[config.mk]
export PLATFORM = sky130hd
export DESIGN_NAME = gs_div_ctrl
export DESIGN_NICKNAME = d
export VERILOG_FILES = /design/src/rtl/gs_pkg.sv /design/src/rtl/gs_iter_cnt.sv /design/src/rtl/gs_div_ctrl.sv
export SDC_FILE = /design/constraint.sdc
export NUM_CORES = 1
export LEC_CHECK = 0
export BUFFER_PORTS_ARGS = -buffer_cell sky130_fd_sc_hd__buf_2
export CAP_MARGIN = 20
export CORE_ASPECT_RATIO = 1.2
export CORE_MARGIN = 5
export CORE_UTILIZATION = 29
export CTS_BUF_LIST = sky130_fd_sc_hd__clkbuf_4 sky130_fd_sc_hd__clkbuf_8
export CTS_CLUSTER_SIZE = 10
export DETAILED_ROUTE_END_ITERATION = 10
export HOLD_SLACK_MARGIN = 0.05
export SLEW_MARGIN = 20
export SYNTH_ARGS = -nofsm -noshare
export SYNTH_HDL_FRONTEND = slang
export SYNTH_HIERARCHICAL = 1
export SYNTH_SLANG_ARGS = --single-unit
export TNS_END_PERCENT = 50
[constraint.sdc]
create_clock -name clk -period 2.4 [get_ports clk]
set_clock_uncertainty 0.15 [all_clocks]
set_input_delay 0.12 -clock clk [delete_from_list [all_inputs] [get_ports clk]]
set_output_delay 0.12 -clock clk [all_outputs]
set_load 0.03 [all_outputs]
[src/rtl/gs_pkg.sv]
// Shared types for the Goldschmidt divider controller: FSM states and
// multiplier operand select encodings.
package gs_pkg;

    typedef enum logic [1:0] {
        IDLE  = 2'd0,
        MUL_N = 2'd1,
        MUL_D = 2'd2,
        DONE  = 2'd3
    } state_t;

    localparam logic [1:0] SEL_D    = 2'd0;
    localparam logic [1:0] SEL_N    = 2'd1;
    localparam logic [1:0] SEL_NEWD = 2'd2;
    localparam logic [1:0] SEL_NEWN = 2'd3;

    localparam int unsigned CNT_W = 3;

endpackage

[src/rtl/gs_iter_cnt.sv]
// Iteration counter: synchronous clear/increment with a terminal-count flag.
// The next count is exported so the controller can register its outputs.
module gs_iter_cnt
    import gs_pkg::*;
#(
    parameter int unsigned LAST = 2
) (
    input  logic             clk,
    input  logic             reset,
    input  logic             clr,
    input  logic             inc,
    output logic [CNT_W-1:0] cnt_nxt,
    output logic             tc
);

    logic [CNT_W-1:0] cnt;

    always_comb begin
        cnt_nxt = cnt;
        if (clr) begin
            cnt_nxt = '0;
        end else if (inc) begin
            cnt_nxt = cnt + CNT_W'(1);
        end
    end

    always_ff @(posedge clk or posedge reset) begin
        if (reset) begin
            cnt <= '0;
        end else begin
            cnt <= cnt_nxt;
        end
    end

    assign tc = (cnt == CNT_W'(LAST));

endmodule

[src/rtl/gs_div_ctrl.sv]
// Goldschmidt division sequencer: alternates N/D scaling for ITERS iterations.
// Optional macro GS_ABORT_EN adds an abort input honoured in the MUL states.
module gs_div_ctrl
    import gs_pkg::*;
#(
    parameter int unsigned ITERS = 3
) (
    input  logic       clk,
    input  logic       reset,
    input  logic       start,
`ifdef GS_ABORT_EN
    input  logic       abort,
`endif
    output logic       kSelect,
    output logic [1:0] ndSelect,
    output logic       nEnable,
    output logic       dEnable,
    output logic       busy,
    output logic       done
);

    state_t           state;
    state_t           state_nxt;
    logic             cnt_clr;
    logic             cnt_inc;
    logic             tc;
    logic [CNT_W-1:0] cnt_nxt;
    logic             abort_hit;
    logic             k_nxt;
    logic [1:0]       nd_nxt;

`ifdef GS_ABORT_EN
    assign abort_hit = abort && (state == MUL_N || state == MUL_D);
`else
    assign abort_hit = 1'b0;
`endif

    gs_iter_cnt #(
        .LAST (ITERS - 1)
    ) u_iter_cnt (
        .clk     (clk),
        .reset   (reset),
        .clr     (cnt_clr),
        .inc     (cnt_inc),
        .cnt_nxt (cnt_nxt),
        .tc      (tc)
    );

    // Next state and counter control; abort overrides the normal transition
    always_comb begin
        state_nxt = state;
        cnt_clr   = 1'b0;
        cnt_inc   = 1'b0;
        case (state)
            IDLE: begin
                if (start) begin
                    state_nxt = MUL_N;
                    cnt_clr   = 1'b1;
                end
            end
            MUL_N: state_nxt = MUL_D;
            MUL_D: begin
                if (tc) begin
                    state_nxt = DONE;
                end else begin
                    state_nxt = MUL_N;
                    cnt_inc   = 1'b1;
                end
            end
            DONE:    state_nxt = IDLE;
            default: state_nxt = IDLE;
        endcase
        if (abort_hit) begin
            state_nxt = IDLE;
            cnt_inc   = 1'b0;
            cnt_clr   = 1'b1;
        end
    end

    // Operand selects for the upcoming state; iteration 0 uses the raw inputs
    always_comb begin
        k_nxt  = 1'b0;
        nd_nxt = SEL_D;
        case (state_nxt)
            MUL_N: begin
                k_nxt  = (cnt_nxt != '0);
                nd_nxt = (cnt_nxt != '0) ? SEL_NEWN : SEL_N;
            end
            MUL_D: begin
                k_nxt  = (cnt_nxt != '0);
                nd_nxt = (cnt_nxt != '0) ? SEL_NEWD : SEL_D;
            end
            default: begin
                k_nxt  = 1'b0;
                nd_nxt = SEL_D;
            end
        endcase
    end

    // Outputs are registered from the next state so they align with state
    always_ff @(posedge clk or posedge reset) begin
        if (reset) begin
            state    <= IDLE;
            kSelect  <= 1'b0;
            ndSelect <= SEL_D;
            nEnable  <= 1'b0;
            dEnable  <= 1'b0;
            busy     <= 1'b0;
            done     <= 1'b0;
        end else begin
            state    <= state_nxt;
            kSelect  <= k_nxt;
            ndSelect <= nd_nxt;
            nEnable  <= (state_nxt == MUL_N);
            dEnable  <= (state_nxt == MUL_D);
            busy     <= (state_nxt != IDLE);
            done     <= (state_nxt == DONE);
        end
    end

endmodule

==> impl.org <==
** Clock network
- Clock-pin slew on the worst setup and hold paths :: 0.06 ns
- Clock tree synthesis selected as its root buffer the cell clkbuf_4.
- The clock passes through at most 2 buffers.
- TritonCTS built the clock tree.
- Total clock sinks :: 11
- In this run the post-CTS setup repair buffer count came out at 0.
- Clk Latency, worst-skew pair :: 0.25 ns
- Number of CTS-inserted buffers :: 3
- CTS H-Tree Depth :: 1

** Die
- The initial utilization of the core area, before any placement, comes to 30.8%.
- In this run the count of I/O pins placed on the die edge is 10.
- Placeable core region :: 1640 µm²
- Area of the die :: 2680 µm²
- Die width :: 48.1 µm
- Cell row count :: 16
- Vertical extent of the die :: 55.7 µm

** Min path
- Worst hold path class :: primary input to flop

** Finish
- Layout overhead on the synthesized area :: 21.3%
- Final Net Count :: 67
- Ant diodes :: 0
- The finished cells cover 613 µm².
- Of the cells placed in the final design, the portion with a size suffix greater than 1 is 28.1%.
- Multi-input logic area :: 208 µm²
- Register area :: 275 µm²
- Number of filler instances in the final layout :: 177

** Run
- Max Cap Violations :: 0

** Power
- Maximum vdd drop :: 375 µV
- Leakage power summed over all cells :: 0.000323 µW
- Power density relative to cell area :: 1290 nW/µm²
- Total power :: 792 µW

** Timing
- For this run, the top clock speed supported by timing is 0.520 GHz.
- Transition time of the tightest slew-check pin :: 0.369 ns
- RSZ-0062 raised after global routing :: no
- Hold Fails Final Rpt :: 0
- In the final timing run, aggregate negative setup slack is 0 ns.
- The worst path uses 80.2% of the clock period.
- Final count of negative-setup-slack endpoints :: 0
- The worst pin sits at a relative slew slack of 75.3%.
- Min Tclk post-route :: 1.92 ns
- The final number of max-transition violations is 0.

** Synthesis
- Dominant cells by area after synthesis :: dfrtp_1 54%, ha_1 15%, nor2_1 3.7%
- In this run, synthesis produced a sequential element count of 11.
- In the synthesized netlist the dominant register cell turns out to be dfrtp_1.
- The cell count after synthesis came out at 43.
- The top cell type by area accounts for 54.5% of the synthesized area.
- During synthesis, Yosys emitted a total of 6 warnings.
- Netlist Area Pre-Place :: 505 µm²
- Number of synthesized flops with an enable pin :: 0
- Net Count, Synth :: 52
- In this run, distinct cell masters in the synthesized netlist total 17.
- The biggest area contributor in the post-synthesis netlist is dfrtp_1.
- After synthesis, flip-flops and latches occupy 54.5% of the total area.
- After synthesis, the share of flip-flops with an asynchronous set or reset is 100%.
- A synthesized cell averages 11.8 µm².
- Top cell types by occurrence after synthesis :: 11 x dfrtp_1, 6 x ha_1, 5 x nor2_1, 4 x inv_1
- dfrtp_1 is the most common cell in the netlist.

** Worst setup path
- STA classifies the critical path startpoint as a flop.
- Data on the critical path arrives at its endpoint at 1.91 ns.
- The worst setup path is of the flop to flop kind.
- Category of the worst setup path capture point :: flop
- Req. time, crit path :: 2.38 ns
- Peak fanout along the critical path :: 5

** Routing
- Initial drt markers :: 0
- Residual antenna-violating net count after detailed routing :: 0
- For this run, the detailed router's first-pass iteration total came to 1.
- Dividing the detail-routed via count by the number of cells gives 4.36.
- After detailed routing, the number of remaining DRC violations is 0.
- Wires add up to 774 µm.
- Summing over every cut layer, the via total after detailed routing is 327.
- Dividing the detail-routed wire length by the instance count gives 10.3 µm.

** Global route
- Across every metal layer, demand over resource in global routing totals 7.25%.
- Entering global routing, the biggest net connects 9 pins.
- The number of antenna violations at the first check in global routing came to 0.
- The first global-routing pass estimated 1390 µm of wire.
- The via count of the first global-routing pass is 327.
- Summed over all layers, the global routing overflow is 0.

** Outcome
- The run finished with clean final reports.

** Placement
- In this run the tool buffered the top-level ports with 9 buffer cells.
- Placer congestion estimate :: 0.724
- Cell area reported after detailed placement :: 573 µm²
- The HPWL after detailed placement is 620 µm.
==> metrics by stage <==
stage,hold WS [ns],instances,utilization [%],setup slack [ns]
6_report,0.0688,75,37.3,0.476
5_1_grt,0.134,75,37.3,0.338
4_1_cts,0.0696,75,37.3,0.445
3_5_place_dp,-0.151,70,34.9,0.472
3_3_place_gp,-0.158,70,34.9,0.488
2_1_floorplan,-0.276,43,-,0.473
==> sequential cells by signal, indices dropped and copies added, names as in the netlist <==
signal,flops
ndSelect,1
busy,1
kSelect,1
nEnable,1
u_iter_cnt/cnt,3
dEnable,1
state,2
done,1
==> metal layers <==
layer  global-route usage [%]  part of all wire, %  vias up
li1                         -                    -      167
met2                     10.8                   53        5
met5                        0                    0        -
met1                     8.75                   42      153
met3                        0                  2.6        2
met4                     6.92                  2.7        0
==> final timing paths <==
path	startpoint	endpoint	slack, ns	cells after the start
worst max-delay path	u_iter_cnt/cnt[0]	ndSelect[1]	0.48	9
worst min-delay path	start	state[0]	0.07	3
worst max register to register	u_iter_cnt/cnt[0]	ndSelect[1]	0.48	9
worst min register to register	u_iter_cnt/cnt[0]	u_iter_cnt/cnt[0]	0.46	2
max in group asynchronous	reset	nEnable	1.66	3
min in group asynchronous	reset	u_iter_cnt/cnt[2]	0.12	3
==> cell families (layout without fill, tap and decap cells) <==
group                      count (synthesis)  count (layout)  synth area share [%]
DFF                                       11              11                  54.5
AOI/OAI and AO/OA                          3               3                  3.96
muxes                                      2               2                  4.21
xor gates and xnor gates                   1               1                  1.73
and+or+nand+nor                           15              15                  16.3
adders and majority gates                  6               6                  14.9
buffers and inverters                      5              19                  4.46
==> placed cells by master, fill, tap and decap left out, drive strengths merged <==
cell         Yosys  layout
mux2i            1       1
nand2            1       1
inv              4       4
ha               6       6
clkbuf           0       4
dlygate4sd3      0       1
nand2b           2       2
buf              1      10
xnor2            1       1
nor3             2       2
nor3b            2       2
mux2             1       1
or2              1       1
a21bo            1       1
nor2             5       5
nor2b            1       1
nand3b           1       1
a21oi            2       2
dfrtp           11      11
==> critical path, cell delays in order, from the launching register on <==
cell	delay [ns]
dfrtp_1	0.39
inv_1	0.06
ha_1	0.19
nor2b_1	0.15
nor3b_1	0.18
buf_4	0.16
nand2b_1	0.10
a21oi_1	0.08
nor3_1	0.27
nor3_1	0.08
==> power by group <==
| group | total [µW] | switching (µW) | internal [µW] |
|---|---|---|---|
| clock network | 128 | 53.1 | 75.3 |
| registers | 300 | 43.9 | 256 |
| logic | 364 | 229 | 135 |
==> final cells by class <==
cell class / count / area share (%)
Inverter: 4 / 2.45
Multi-Input combinational cell: 27 / 33.9
Clock buffer: 4 / 4.90
Tap cell: 18 / 3.67
Sequential cell: 11 / 44.9
Timing Repair Buffer: 11 / 10.2
==> timing repair <==
item,CTS,global route
endpoints found under the hold margin,11,0
resized for setup,0,0
hold buffers,1,0
(Power assumes the default switching activity.)
